--- src/rtl/spi_cmd_ctrl_if.sv ---
// Bundle of the SPI word, pixel RAM and WS2812 driver signals around spi_cmd_ctrl.
// slave is the controller's view; master is the view of the surrounding system.
interface spi_cmd_ctrl_if;
  logic        mosi_rx;
  logic [23:0] mosi_data;
  logic        miso_tx;
  logic [23:0] miso_data;
  logic        pix_we;
  logic [7:0]  pix_addr;
  logic [23:0] pix_wdata;
  logic [23:0] pix_rdata;
  logic [7:0]  led_count;
  logic        frame_start;
  logic        driver_busy;
  logic        err;

  modport slave (
    input  mosi_rx, mosi_data, pix_rdata, driver_busy,
    output miso_tx, miso_data, pix_we, pix_addr, pix_wdata, led_count, frame_start, err
  );

  modport master (
    output mosi_rx, mosi_data, pix_rdata, driver_busy,
    input  miso_tx, miso_data, pix_we, pix_addr, pix_wdata, led_count, frame_start, err
  );
endinterface

--- src/rtl/spi_cmd_ctrl.sv ---
// Decodes 24-bit SPI command words into pixel RAM writes/reads, LED length updates,
// frame triggers for the WS2812 driver and a status reply word.
module spi_cmd_ctrl (
  input  logic          clk_sb,
  input  logic          reset,
  spi_cmd_ctrl_if.slave bus
);

  localparam logic [7:0] CmdNop    = 8'h00;
  localparam logic [7:0] CmdWrite  = 8'h01;
  localparam logic [7:0] CmdRead   = 8'h02;
  localparam logic [7:0] CmdSetLen = 8'h03;
  localparam logic [7:0] CmdShow   = 8'h04;
  localparam logic [7:0] CmdStatus = 8'h05;

  typedef enum logic [1:0] {StIdle, StWrStream, StRdAddr, StRdData} state_e;

  state_e      state;
  logic [7:0]  addr;
  logic [8:0]  remaining;
  logic        show_pend;
  logic        err_cmd, err_arg, err_ovr;
  logic        err_cmd_d, err_arg_d, err_ovr_d;

  logic [7:0]  cmd;
  logic [15:0] arg;
  logic        hdr, is_show, is_status, stat_ok, stat_clash, drop, cmd_known;

  assign cmd        = bus.mosi_data[23:16];
  assign arg        = bus.mosi_data[15:0];
  assign hdr        = bus.mosi_rx && (state == StIdle);
  assign is_show    = hdr && (cmd == CmdShow);
  assign is_status  = hdr && (cmd == CmdStatus);
  // A STATUS landing while a read reply is on miso_tx would pulse miso_tx twice in a row.
  assign stat_clash = is_status && bus.miso_tx;
  assign stat_ok    = is_status && !bus.miso_tx;
  assign drop       = (bus.mosi_rx && (state == StRdAddr || state == StRdData)) || stat_clash;
  assign cmd_known  = (cmd == CmdNop) || (cmd == CmdWrite) || (cmd == CmdRead) ||
                      (cmd == CmdSetLen) || (cmd == CmdShow) || (cmd == CmdStatus);

  always_comb begin
    err_cmd_d = err_cmd;
    err_arg_d = err_arg;
    err_ovr_d = err_ovr;
    if (stat_ok) begin
      err_cmd_d = 1'b0;
      err_arg_d = 1'b0;
      err_ovr_d = 1'b0;
    end
    if (hdr && !cmd_known) err_cmd_d = 1'b1;
    if (hdr && (cmd == CmdSetLen) && (arg[7:0] == 8'h00)) err_arg_d = 1'b1;
    if (drop) err_ovr_d = 1'b1;
  end

  always_ff @(posedge clk_sb) begin
    if (reset) begin
      state           <= StIdle;
      addr            <= 8'h00;
      remaining       <= 9'd0;
      show_pend       <= 1'b0;
      err_cmd         <= 1'b0;
      err_arg         <= 1'b0;
      err_ovr         <= 1'b0;
      bus.err         <= 1'b0;
      bus.led_count   <= 8'd60;
      bus.miso_data   <= 24'h0;
      bus.miso_tx     <= 1'b0;
      bus.pix_we      <= 1'b0;
      bus.pix_addr    <= 8'h00;
      bus.pix_wdata   <= 24'h0;
      bus.frame_start <= 1'b0;
    end else begin
      bus.pix_we      <= 1'b0;
      bus.miso_tx     <= 1'b0;
      // A busy driver defers the frame; repeated SHOWs collapse into one pending request.
      bus.frame_start <= !bus.driver_busy && (show_pend || is_show);
      show_pend       <= bus.driver_busy && (show_pend || is_show);
      err_cmd         <= err_cmd_d;
      err_arg         <= err_arg_d;
      err_ovr         <= err_ovr_d;
      bus.err         <= err_cmd_d | err_arg_d | err_ovr_d;

      if (stat_ok) begin
        bus.miso_data <= {8'hA5, 4'b0, show_pend, err_ovr, err_arg, err_cmd, bus.led_count};
        bus.miso_tx   <= 1'b1;
      end

      unique case (state)
        StIdle: begin
          if (bus.mosi_rx) begin
            case (cmd)
              CmdWrite: begin
                addr      <= arg[7:0];
                remaining <= {1'b0, arg[15:8]} + 9'd1;
                state     <= StWrStream;
              end
              CmdRead: begin
                addr         <= arg[7:0];
                bus.pix_addr <= arg[7:0];
                state        <= StRdAddr;
              end
              CmdSetLen: begin
                if (arg[7:0] != 8'h00) bus.led_count <= arg[7:0];
              end
              default: ;
            endcase
          end
        end
        StWrStream: begin
          if (bus.mosi_rx) begin
            bus.pix_we    <= 1'b1;
            bus.pix_wdata <= bus.mosi_data;
            bus.pix_addr  <= addr;
            addr          <= addr + 8'd1;
            remaining     <= remaining - 9'd1;
            if (remaining == 9'd1) state <= StIdle;
          end
        end
        StRdAddr: state <= StRdData;
        StRdData: begin
          bus.miso_data <= bus.pix_rdata;
          bus.miso_tx   <= 1'b1;
          state         <= StIdle;
        end
        default: state <= StIdle;
      endcase
    end
  end

endmodule

--- src/flat_wrapper.sv ---
// flat-port wrapper written by rule: the top's interface ports become plain ports
module spi_cmd_ctrl_flat 
  (clk_sb, reset, bus_mosi_rx, bus_mosi_data, bus_pix_rdata, bus_driver_busy, bus_miso_tx, bus_miso_data, bus_pix_we, bus_pix_addr, bus_pix_wdata, bus_led_count, bus_frame_start, bus_err);
  spi_cmd_ctrl_if bus_i ();
  input  logic clk_sb;
  input  logic reset;
  input wire logic [$bits(bus_i.mosi_rx)-1:0] bus_mosi_rx;
  input wire logic [$bits(bus_i.mosi_data)-1:0] bus_mosi_data;
  input wire logic [$bits(bus_i.pix_rdata)-1:0] bus_pix_rdata;
  input wire logic [$bits(bus_i.driver_busy)-1:0] bus_driver_busy;
  output wire logic [$bits(bus_i.miso_tx)-1:0] bus_miso_tx;
  output wire logic [$bits(bus_i.miso_data)-1:0] bus_miso_data;
  output wire logic [$bits(bus_i.pix_we)-1:0] bus_pix_we;
  output wire logic [$bits(bus_i.pix_addr)-1:0] bus_pix_addr;
  output wire logic [$bits(bus_i.pix_wdata)-1:0] bus_pix_wdata;
  output wire logic [$bits(bus_i.led_count)-1:0] bus_led_count;
  output wire logic [$bits(bus_i.frame_start)-1:0] bus_frame_start;
  output wire logic [$bits(bus_i.err)-1:0] bus_err;
  assign bus_i.mosi_rx = bus_mosi_rx;
  assign bus_i.mosi_data = bus_mosi_data;
  assign bus_i.pix_rdata = bus_pix_rdata;
  assign bus_i.driver_busy = bus_driver_busy;
  assign bus_miso_tx = bus_i.miso_tx;
  assign bus_miso_data = bus_i.miso_data;
  assign bus_pix_we = bus_i.pix_we;
  assign bus_pix_addr = bus_i.pix_addr;
  assign bus_pix_wdata = bus_i.pix_wdata;
  assign bus_led_count = bus_i.led_count;
  assign bus_frame_start = bus_i.frame_start;
  assign bus_err = bus_i.err;
  spi_cmd_ctrl u_core (.clk_sb(clk_sb), .reset(reset), .bus(bus_i));
endmodule
--- config.mk ---
export PLATFORM = sky130hd
export DESIGN_NAME = spi_cmd_ctrl_flat
export DESIGN_NICKNAME = d
export VERILOG_FILES = /design/src/rtl/spi_cmd_ctrl_if.sv /design/src/rtl/spi_cmd_ctrl.sv /design/src/flat_wrapper.sv
export SDC_FILE = /design/constraint.sdc
export NUM_CORES = 1
export LEC_CHECK = 0
export CORE_MARGIN = 2
export CORE_UTILIZATION = 45
export CTS_BUF_LIST = sky130_fd_sc_hd__clkbuf_2 sky130_fd_sc_hd__clkbuf_4 sky130_fd_sc_hd__clkbuf_8
export DETAILED_ROUTE_END_ITERATION = 12
export DONT_BUFFER_PORTS = 1
export GPL_TIMING_DRIVEN = 0
export MAX_ROUTING_LAYER = met4
export SLEW_MARGIN = 20
export SYNTH_ARGS = -nofsm -noshare
export SYNTH_HDL_FRONTEND = slang
export SYNTH_SLANG_ARGS = --single-unit
--- constraint.sdc ---
create_clock -name clk_sb -period 1.8 [get_ports clk_sb]
set_input_delay 0 -clock clk_sb [delete_from_list [all_inputs] [get_ports clk_sb]]
set_output_delay 0 -clock clk_sb [all_outputs]
set_load 0.01 [all_outputs]
[Word level (Yosys, flattened, before mapping)]
Index checks and enable logic that the tools add are counted.
Cells by class
  muxes and demuxes: 28
  eq/ne operators: 16
  $add $sub $neg: 3
  reduce and logical (&&, ||, !) cells: 36
  bitwise gates (word level): 3
Operators by type and width (number)
  24-bit 2-to-1 mux: 2
  8-bit 2-to-1 mux: 6
  8-bit one-hot mux with 2 select lines: 2
  9-bit 2-to-1 mux: 3
  4-bit AND reduction: 5
  9-bit one-hot mux with 2 select lines: 1
  8-bit by 2-bit equality test with 1-bit output (second input constant): 2
  8-bit by 3-bit equality test with 1-bit output (second input constant): 2
  8-bit logical NOT: 2
  1-bit logical AND: 11
  2-bit inequality test (second input constant): 5
  8-bit by 1-bit adder with 9-bit output (second input constant): 1
  9-bit by 1-bit equality test with 1-bit output (second input constant): 1
  1-bit 2-to-1 mux: 9
  9-bit by 1-bit subtractor with 9-bit output (second input constant): 1
  8-bit by 1-bit adder with 8-bit output (second input constant): 1
  8-bit by 1-bit equality test with 1-bit output (second input constant): 1
  1-bit logical OR: 8
  2-bit one-hot mux with 4 select lines: 1
  8-bit nonzero test: 1
  2-bit 2-to-1 mux: 3
  2-bit equality test (second input constant): 2
  2-bit one-hot mux with 2 select lines: 1
  2-bit nonzero test: 2
  9 further kinds: 13
Storage, ports and cells
  flip-flop bits (word level): 91
  word-level logic and storage cells: 101
  input bits: 52
  output and inout bits: 68

[Logic depth before layout (Yosys ltp)]
Gate-level depths: netlist of the first run.
  depth after elaboration: 11
  depth in mapped cells: 8

[Worst setup path before layout of the first run]
OpenSTA, ideal clock, no wires.
  kind: reg-to-reg
  start: register u_core.state[1]
  end: register u_core.bus.err
  setup slack: -153 ps
  arrival time: 1822 ps
  stages on the path, launching flop included: 7
  clock period less this slack: 1953 ps
  path buffers: 1
  cells stage by stage: dfxtp_1 > buf_2 > or4bb_1 > nor4_1 > mux2_2 > a21oi_1 > a31oi_1
On the way
  longest elaborated chain between the ends: 8
Ends and longest elaborated chain
  start: declaration: RTL line spi_cmd_ctrl.sv:18  | state_e state;
  start signal: assignment: RTL line spi_cmd_ctrl.sv:57  | state <= StIdle;
  start signal: assignment: RTL line spi_cmd_ctrl.sv:95  | state <= StWrStream;
  start signal: assignment: RTL line spi_cmd_ctrl.sv:100  | state <= StRdAddr;
  2-bit logical NOT: RTL line spi_cmd_ctrl.sv:31  | assign hdr = bus.mosi_rx && (state == StIdle);
  1-bit logical AND: RTL line spi_cmd_ctrl.sv:31
  1-bit logical AND: RTL line spi_cmd_ctrl.sv:33  | assign is_status = hdr && (cmd == CmdStatus);
  1-bit logical AND: RTL line spi_cmd_ctrl.sv:36  | assign stat_ok = is_status && !bus.miso_tx;
  1-bit 2-to-1 mux: RTL line spi_cmd_ctrl.sv:45  | if (stat_ok) begin
  1-bit 2-to-1 mux, on equally long branches: RTL line spi_cmd_ctrl.sv:50, spi_cmd_ctrl.sv:51
  1-bit OR: RTL line spi_cmd_ctrl.sv:81  | bus.err <= err_cmd_d | err_arg_d | err_ovr_d;
  1-bit OR (*): RTL line spi_cmd_ctrl.sv:81
  end signal: assignment: RTL line spi_cmd_ctrl.sv:81
  end: declaration: RTL line spi_cmd_ctrl_if.sv:19  | output miso_tx, miso_data, pix_we, pix_addr, pix_wdata, led_count, frame_start, err
Mark *: on every way between the ends. The rest lies on a longest branch, timed or not.
A chain may end at the register's enable or synchronous reset.

[Final worst setup path of the first run]
  start: register u_core.state[0]
  end: register u_core.bus.led_count[1]
On the way
  longest elaborated chain between the ends: 2
Ends and longest elaborated chain
  2-bit logical NOT: RTL line spi_cmd_ctrl.sv:88  | unique case (state)
  4-bit AND reduction (no line)
  end signal: assignment: RTL line spi_cmd_ctrl.sv:103  | if (arg[7:0] != 8'h00) bus.led_count <= arg[7:0];
  end: declaration: RTL line spi_cmd_ctrl_if.sv:19
Every way passes these cells.

==> flow_summary.ini, run 1 <==
[floorplan]
floorplan.initialDensity_pct = 46.4
row_count = 34
core-area_um2 = 8720
num_io_pins = 120
die_x_um = 98.8
design.die.area_um2 = 9760
die-height_um = 98.8

[finish]
sequential_cell_area_um2 = 1830
filler_cell_count = 785
multiInputGateArea_um2 = 2210
nets = 647
share_of_post_route_cells_with_drive_strength_above_1_pct = 15.6
synthToLayoutAreaGrowth_pct = 28.3
antenna_diode_count = 0

[placement]
gp_congestion = 0.887
dp_hpwl_um = 8610
pre_cts_slack_ns = -0.295
io_buffer_count = 0

[status]
run_status = complete, but fails checks
failed_checks = setup timing

[sta]
finalHoldViolCount = 0
final.setup.worst_slack_ns = -0.110
max_freq_ghz = 0.523
finalWorstPathRequiredPeriod_ns = 1.91
drv_slew = 0
setup_total_negative_slack_ns = -0.980
max_slew.worst_pin.slew_ns = 0.741
unrepaired_setup_endpoints_after_global_routing = yes
max-slew-margin-rel_pct = 50.6
final_worst_path_cycle_share_pct = 106
hold-worst-slack_ns = 0.0203
skew_ns = 0.00994
setup_viol = 17

[grt]
met1_usage_pct = 35.2
grt_start_max_net_pins = 18
use_met3_pct = 5.74
first_global_vias = 3982
grt_use_met2_pct = 42.2
first_pass_grt_wire_length_um = 20200
grt.overflow.total = 0
grt-busiest-layer = met2
antenna_violations_before_repair = 0
groute.usage.overall_pct = 26.9

[yosys]
synth-edff-count = 0
postSynth.topFlopCell = sky130_fd_sc_hd__dfxtp_1
yosys.cell_types.count = 48
post_synth.cell_area_avg_um2 = 7.84
synthCells = 516
ys.warnings.count = 0
syn-num-nets = 572
synth-seq-cells = 91
synth-seq-area-share_pct = 45.0
synthesis.area_um2 = 4040
synth_async_sr_flop_share_pct = 0

[drt]
routed_wl_um = 12800
routed_wire_length_per_instance_um = 18.2
drt_pass1_iterations = 4
avgViaCountPerCell = 5.72
ant_nets = 0
detailroute.via_count = 4030
drc = 0
initialDrtViolationCount = 168

[critical_path]
cpMostUsedCell = sky130_fd_sc_hd__buf_4
critical_path.slowest_cell = sky130_fd_sc_hd__or4bb_4
cp_max_fo = 5
critPathRequiredTime_ns = 2.10
crit_path_max_incr_delay_ns = 0.55
critical_path.cell_chain = or4bb_4 > buf_4 > nor4_4 > buf_4 > buf_6 > nand2_2 > a21oi_2
timing.critical_path.arrival_ns = 2.21
critPathKind = reg2reg
worst_setup_path_start_kind = flop
worst_setup_path_end_kind = flop

[power_and_ir_drop]
power_per_cell_area_nw_per_um2 = 705
total_power_mw = 3.66
ir_drop_mv = 0.315
leakage_nw = 1.77

[flow_run]
max_cap_violations = 0

[clocking]
cts_tree = built
root_buffer_cell = sky130_fd_sc_hd__clkbuf_8
clock-sinks = 91
cts_max_level = 3
numCtsBuffers = 9
max-clock-path-buffers = 2
skew_pair_late_insertion_delay_ns = 0.37
clk_pin_slew_worst_paths_ns = 0.10

[worst_hold_path]
holdCritPathClass = in2reg
[final timing paths]
kind,startpoint,endpoint,slack (ns),cells after the start
worst min register to register,u_core.remaining[4],u_core.remaining[4],0.50,2
worst min-delay path,bus_mosi_data[18],u_core.addr[0],0.02,4
worst max register to register,u_core.state[0],u_core.bus.led_count[1],-0.11,7
worst max-delay path,u_core.state[0],u_core.bus.led_count[1],-0.11,7
[flip-flops by register name, indices dropped and copies added, names as in the netlist, 2 cells and up]
name and flops:
u_core.state 2, u_core.remaining 9, u_core.bus.pix_wdata 24, u_core.bus.pix_addr 8, u_core.bus.miso_data 24, u_core.bus.led_count 8
u_core.addr 8
[worst max-delay path, delay by kind of cell (launching register included)]
| family | cells | cell delay [ns] |
|---|---|---|
| AOI/OAI and AO/OA | 1 | 0.16 |
| buffers and inverters | 3 | 0.46 |
| DFF | 1 | 0.37 |
| and+or+nand+nor | 3 | 0.86 |
[logic make-up (layout without fill, tap and decap cells)]
kind of cell               count (synthesis)  count (layout)  synth area share, %
AOI/OAI and AO/OA                        124             124                 18.9
buffers and inverters                     39             119                 4.33
xor gates and xnor gates                   7               7                 1.52
and+or+nand+nor                          248             248                 28.2
adders and majority gates                  4               4                 1.24
DFF                                       91              91                 45.0
muxes                                      3               3                0.774
[power by group]
part	switching [mW]	internal, mW
sequential	0.00902	2.02
clock	0.804	0.567
combinational	0.136	0.126
[area by class of cell]
class / count / area share [%]
clock inverters: 6 / 1.04
multi-input cells: 386 / 42.7
plain buffers: 35 / 3.35
inverters: 2 / 0.145
clock buffers: 10 / 2.65
well taps: 108 / 2.60
repair buffers: 66 / 12.3
flip-flops and latches: 91 / 35.3
[cell usage after synthesis (2+ instances only)]
cell / count / share of area (%)
sky130_fd_sc_hd__a211oi_1: 2 / 0.37
sky130_fd_sc_hd__a21oi_1: 60 / 7.4
sky130_fd_sc_hd__a311oi_1: 21 / 4.5
sky130_fd_sc_hd__a31oi_1: 4 / 0.62
sky130_fd_sc_hd__and2_1: 4 / 0.62
sky130_fd_sc_hd__and3_1: 4 / 0.62
sky130_fd_sc_hd__buf_2: 2 / 0.25
sky130_fd_sc_hd__buf_6: 3 / 0.84
sky130_fd_sc_hd__clkbuf_1: 31 / 2.9
sky130_fd_sc_hd__dfxtp_1: 91 / 45
sky130_fd_sc_hd__ha_1: 4 / 1.2
sky130_fd_sc_hd__inv_1: 2 / 0.19
sky130_fd_sc_hd__mux2i_1: 2 / 0.50
sky130_fd_sc_hd__nand2_1: 131 / 12
sky130_fd_sc_hd__nand2b_1: 5 / 0.77
sky130_fd_sc_hd__nand3_1: 16 / 2.0
sky130_fd_sc_hd__nand3b_1: 6 / 1.1
sky130_fd_sc_hd__nor2_1: 44 / 4.1
sky130_fd_sc_hd__nor2b_1: 6 / 0.93
sky130_fd_sc_hd__nor3_1: 15 / 1.9
sky130_fd_sc_hd__nor4_1: 4 / 0.62
sky130_fd_sc_hd__nor4_2: 3 / 0.93
sky130_fd_sc_hd__o211ai_1: 2 / 0.37
sky130_fd_sc_hd__o21a_1: 4 / 0.74
sky130_fd_sc_hd__o21a_2: 2 / 0.43
sky130_fd_sc_hd__o21ai_0: 14 / 1.7
sky130_fd_sc_hd__o21ai_1: 5 / 0.62
sky130_fd_sc_hd__o31ai_1: 4 / 0.74
sky130_fd_sc_hd__xnor2_1: 5 / 1.1
sky130_fd_sc_hd__xor2_1: 2 / 0.43
[layer usage]
metal | part of all wire (%) | wire length, µm
met4 | 1.7 | 216
met2 | 47 | 6080
met1 | 43 | 5550
met5 | 0 | 0
met3 | 7.7 | 991
[what timing repair did]
item / CTS / global route
endpoints found under the hold margin: 84 / 3
gates resized for setup: 40 / 30
pin swaps: 25 / 7
cloned: 1 / 0
hold buffers: 50 / 1
setup endpoints to repair: 63 / 76
buffers inserted: 11 / 3
[layout by cell type, fill, tap and decap left out, drive strengths merged, types with 6 or more instances in the layout]
cell	count
nor2	44
nor4	8
inv	6
nor3	15
buf	21
a21oi	60
nand3	16
nor2b	6
nand2	132
o21ai	19
dfxtp	91
clkbuf	39
a311oi	21
dlygate4sd3	51
o21a	6
nand3b	6
[per-stage QoR]
step                utilization (%)  instances  area (µm²)
finish                         59.5        704        5190
global route                   59.5        704        5190
CTS                            58.3        701        5080
detailed placement             48.1        624        4200
global placement               48.1        624        4200
floorplan                         -        516        4060
Note: power is estimated with default switching activity, not from simulation.
==> inputs of run 2 (changes only) <==
--- a/config.mk
+++ b/config.mk
@@ -12,6 +12,7 @@
 export DONT_BUFFER_PORTS = 1
 export GPL_TIMING_DRIVEN = 0
 export MAX_ROUTING_LAYER = met4
+export PLACE_DENSITY = 0.65
 export SLEW_MARGIN = 20
 export SYNTH_ARGS = -nofsm -noshare
 export SYNTH_HDL_FRONTEND = slang
==> run 2 against run 1 <==
The run still ends with setup timing left; first-iteration DRC count increased by 6.5%; critical path depth decreased by 2; utilization decreased by 0.30 points; cell count decreased by 0.57%; clock skew increased by 0.0041 ns; non-clock buffer count decreased by 4; maximum frequency about the same.
==> flow_summary.ini, run 2 (synthesis gave the netlist of run 1 again) <==
[status]
run_status = complete, but fails checks
failed_checks = setup timing

[clocking]
cts_max_level = 3
cts_tree = built
root_buffer_cell = sky130_fd_sc_hd__clkbuf_8
clock-sinks = 91
clk_pin_slew_worst_paths_ns = 0.10
skew_pair_late_insertion_delay_ns = 0.38
max-clock-path-buffers = 2
numCtsBuffers = 9

[drt]
ant_nets = 0
detailroute.wirelength.met3_um = 1080
detailroute.via_count = 4050
route.met2.wl_um = 6020
avgViaCountPerCell = 5.79
drt_pass1_iterations = 5
initialDrtViolationCount = 179
routed_wl_um = 12700
met1_length_um = 5380
drc = 0
routed_wire_length_per_instance_um = 18.1
top_signal_layer_used = met4

[grt]
grt_start_max_net_pins = 19
first_global_vias = 4025
antenna_violations_before_repair = 0
grt.overflow.total = 0
first_pass_grt_wire_length_um = 19900
groute.usage.overall_pct = 26.1

[sta]
max_freq_ghz = 0.523
setup_total_negative_slack_ns = -0.752
setup_viol = 18
final.setup.worst_slack_ns = -0.111
skew_ns = 0.0140
finalWorstPathRequiredPeriod_ns = 1.91
hold-worst-slack_ns = 0.00420
finalHoldViolCount = 0
max_slew.worst_pin.slew_ns = 0.782
drv_slew = 0
unrepaired_setup_endpoints_after_global_routing = yes
final_worst_path_cycle_share_pct = 106
max-slew-margin-rel_pct = 47.9

[floorplan]
die-height_um = 98.8
floorplan.initialDensity_pct = 46.4
core-area_um2 = 8720
design.die.area_um2 = 9760
num_io_pins = 120
row_count = 34
die_x_um = 98.8

[worst_hold_path]
holdCritPathClass = in2reg
whs_path_depth = 3
hold_path_end = u_core.remaining[5]
hold_start = bus_mosi_data[13]

[critical_path]
cp_max_fo = 7
timing.rr.end = u_core.bus.err
worst_setup_path_start_kind = flop
worst_setup_path_end_kind = flop
worstRegToRegCells = 5
ff2ff_setup_slack_ns = -0.11
critPathRequiredTime_ns = 2.03
critPathKind = reg2reg
r2r-start = u_core.state[1]
timing.critical_path.arrival_ns = 2.14

[finish]
antenna_diode_count = 0
layout.cell_area.non_filler_um2 = 5160
layout_commonest_cell = sky130_fd_sc_hd__nand2_1
registers_with_the_most_flip_flops = u_core.bus.miso_data: 24 flops, u_core.bus.pix_wdata: 24 flops, u_core.remaining: 9 flops
share_of_post_route_cells_with_drive_strength_above_1_pct = 15.7
synthToLayoutAreaGrowth_pct = 27.7
nets = 643
layout_common_cells = sky130_fd_sc_hd__nand2_1, sky130_fd_sc_hd__dfxtp_1, sky130_fd_sc_hd__a21oi_1

[flow_run]
max_cap_violations = 0

[placement]
gp_congestion = 0.894
io_buffer_count = 0
dp_hpwl_um = 8450
dpl_cell_area_um2 = 4200

[power_and_ir_drop]
power_per_cell_area_nw_per_um2 = 707
total_power_mw = 3.65
ir_drop_mv = 0.406
leakage_nw = 1.75
-- run 2: metal layers --
| layer | global-route usage [%] | up-vias |
|---|---|---|
| met3 | 6.95 | 22 |
| li1 | - | 1933 |
| met5 | - | - |
| met2 | 42.1 | 164 |
| met4 | 7.90 | 0 |
| met1 | 32.1 | 1931 |
-- run 2: worst max-delay path by stage --
| stage | startpoint | end | slack [ns] | depth (start not counted) |
|---|---|---|---|---|
| detailed placement | u_core.state[1] | u_core.bus.led_count[2] | -0.38 | 5 |
| CTS | u_core.state[1] | u_core.bus.err | -0.10 | 5 |
| finish | u_core.state[1] | u_core.bus.err | -0.11 | 5 |
| global placement | u_core.state[1] | u_core.bus.led_count[2] | -0.36 | 5 |
| global route | u_core.state[1] | u_core.bus.err | -0.17 | 5 |
| floorplan | u_core.state[1] | u_core.bus.err | -0.08 | 6 |
-- run 2: area by class of cell --
cell class | count | area (µm²)
Tap cell | 108 | 135
Timing Repair Buffer | 62 | 626
Clock inverter | 7 | 68.8
Fill cell | 789 | 3560
Sequential cell | 91 | 1830
Clock buffer | 9 | 124
Multi-Input combinational cell | 386 | 2200
Inverter | 2 | 7.51
Buffer | 35 | 174
-- run 2: stage by stage --
step | instances | util, % | setup WS [ns]
floorplan | 516 | - | -0.0763
global placement | 624 | 48.1 | -0.356
detailed placement | 624 | 48.1 | -0.376
CTS | 697 | 58.1 | -0.104
global route | 700 | 59.2 | -0.167
finish | 700 | 59.2 | -0.111
-- run 2: where the power goes --
part	total, mW	internal, mW	switching [mW]
clock	1.36	0.541	0.824
sequential	2.03	2.02	0.00903
combinational	0.259	0.126	0.134
total	3.65	2.68	0.967
-- run 2: worst max-delay path: stages (launching register included) --
cell and delay [ns]:
sky130_fd_sc_hd__dfxtp_4 0.39, sky130_fd_sc_hd__or4bb_4 0.56, sky130_fd_sc_hd__nor4_4 0.25, sky130_fd_sc_hd__mux2_4 0.34, sky130_fd_sc_hd__a21oi_4 0.13, sky130_fd_sc_hd__a31oi_1 0.10
-- run 2: what timing repair did --
| action | CTS | global route |
|---|---|---|
| gates resized for setup | 42 | 30 |
| endpoints found under the hold margin | 82 | 0 |
| pin swaps | 30 | 5 |
| setup endpoints to repair | 62 | 81 |
| gates cloned | 1 | 0 |
| hold buffers | 50 | 0 |
| buffers inserted | 8 | 3 |
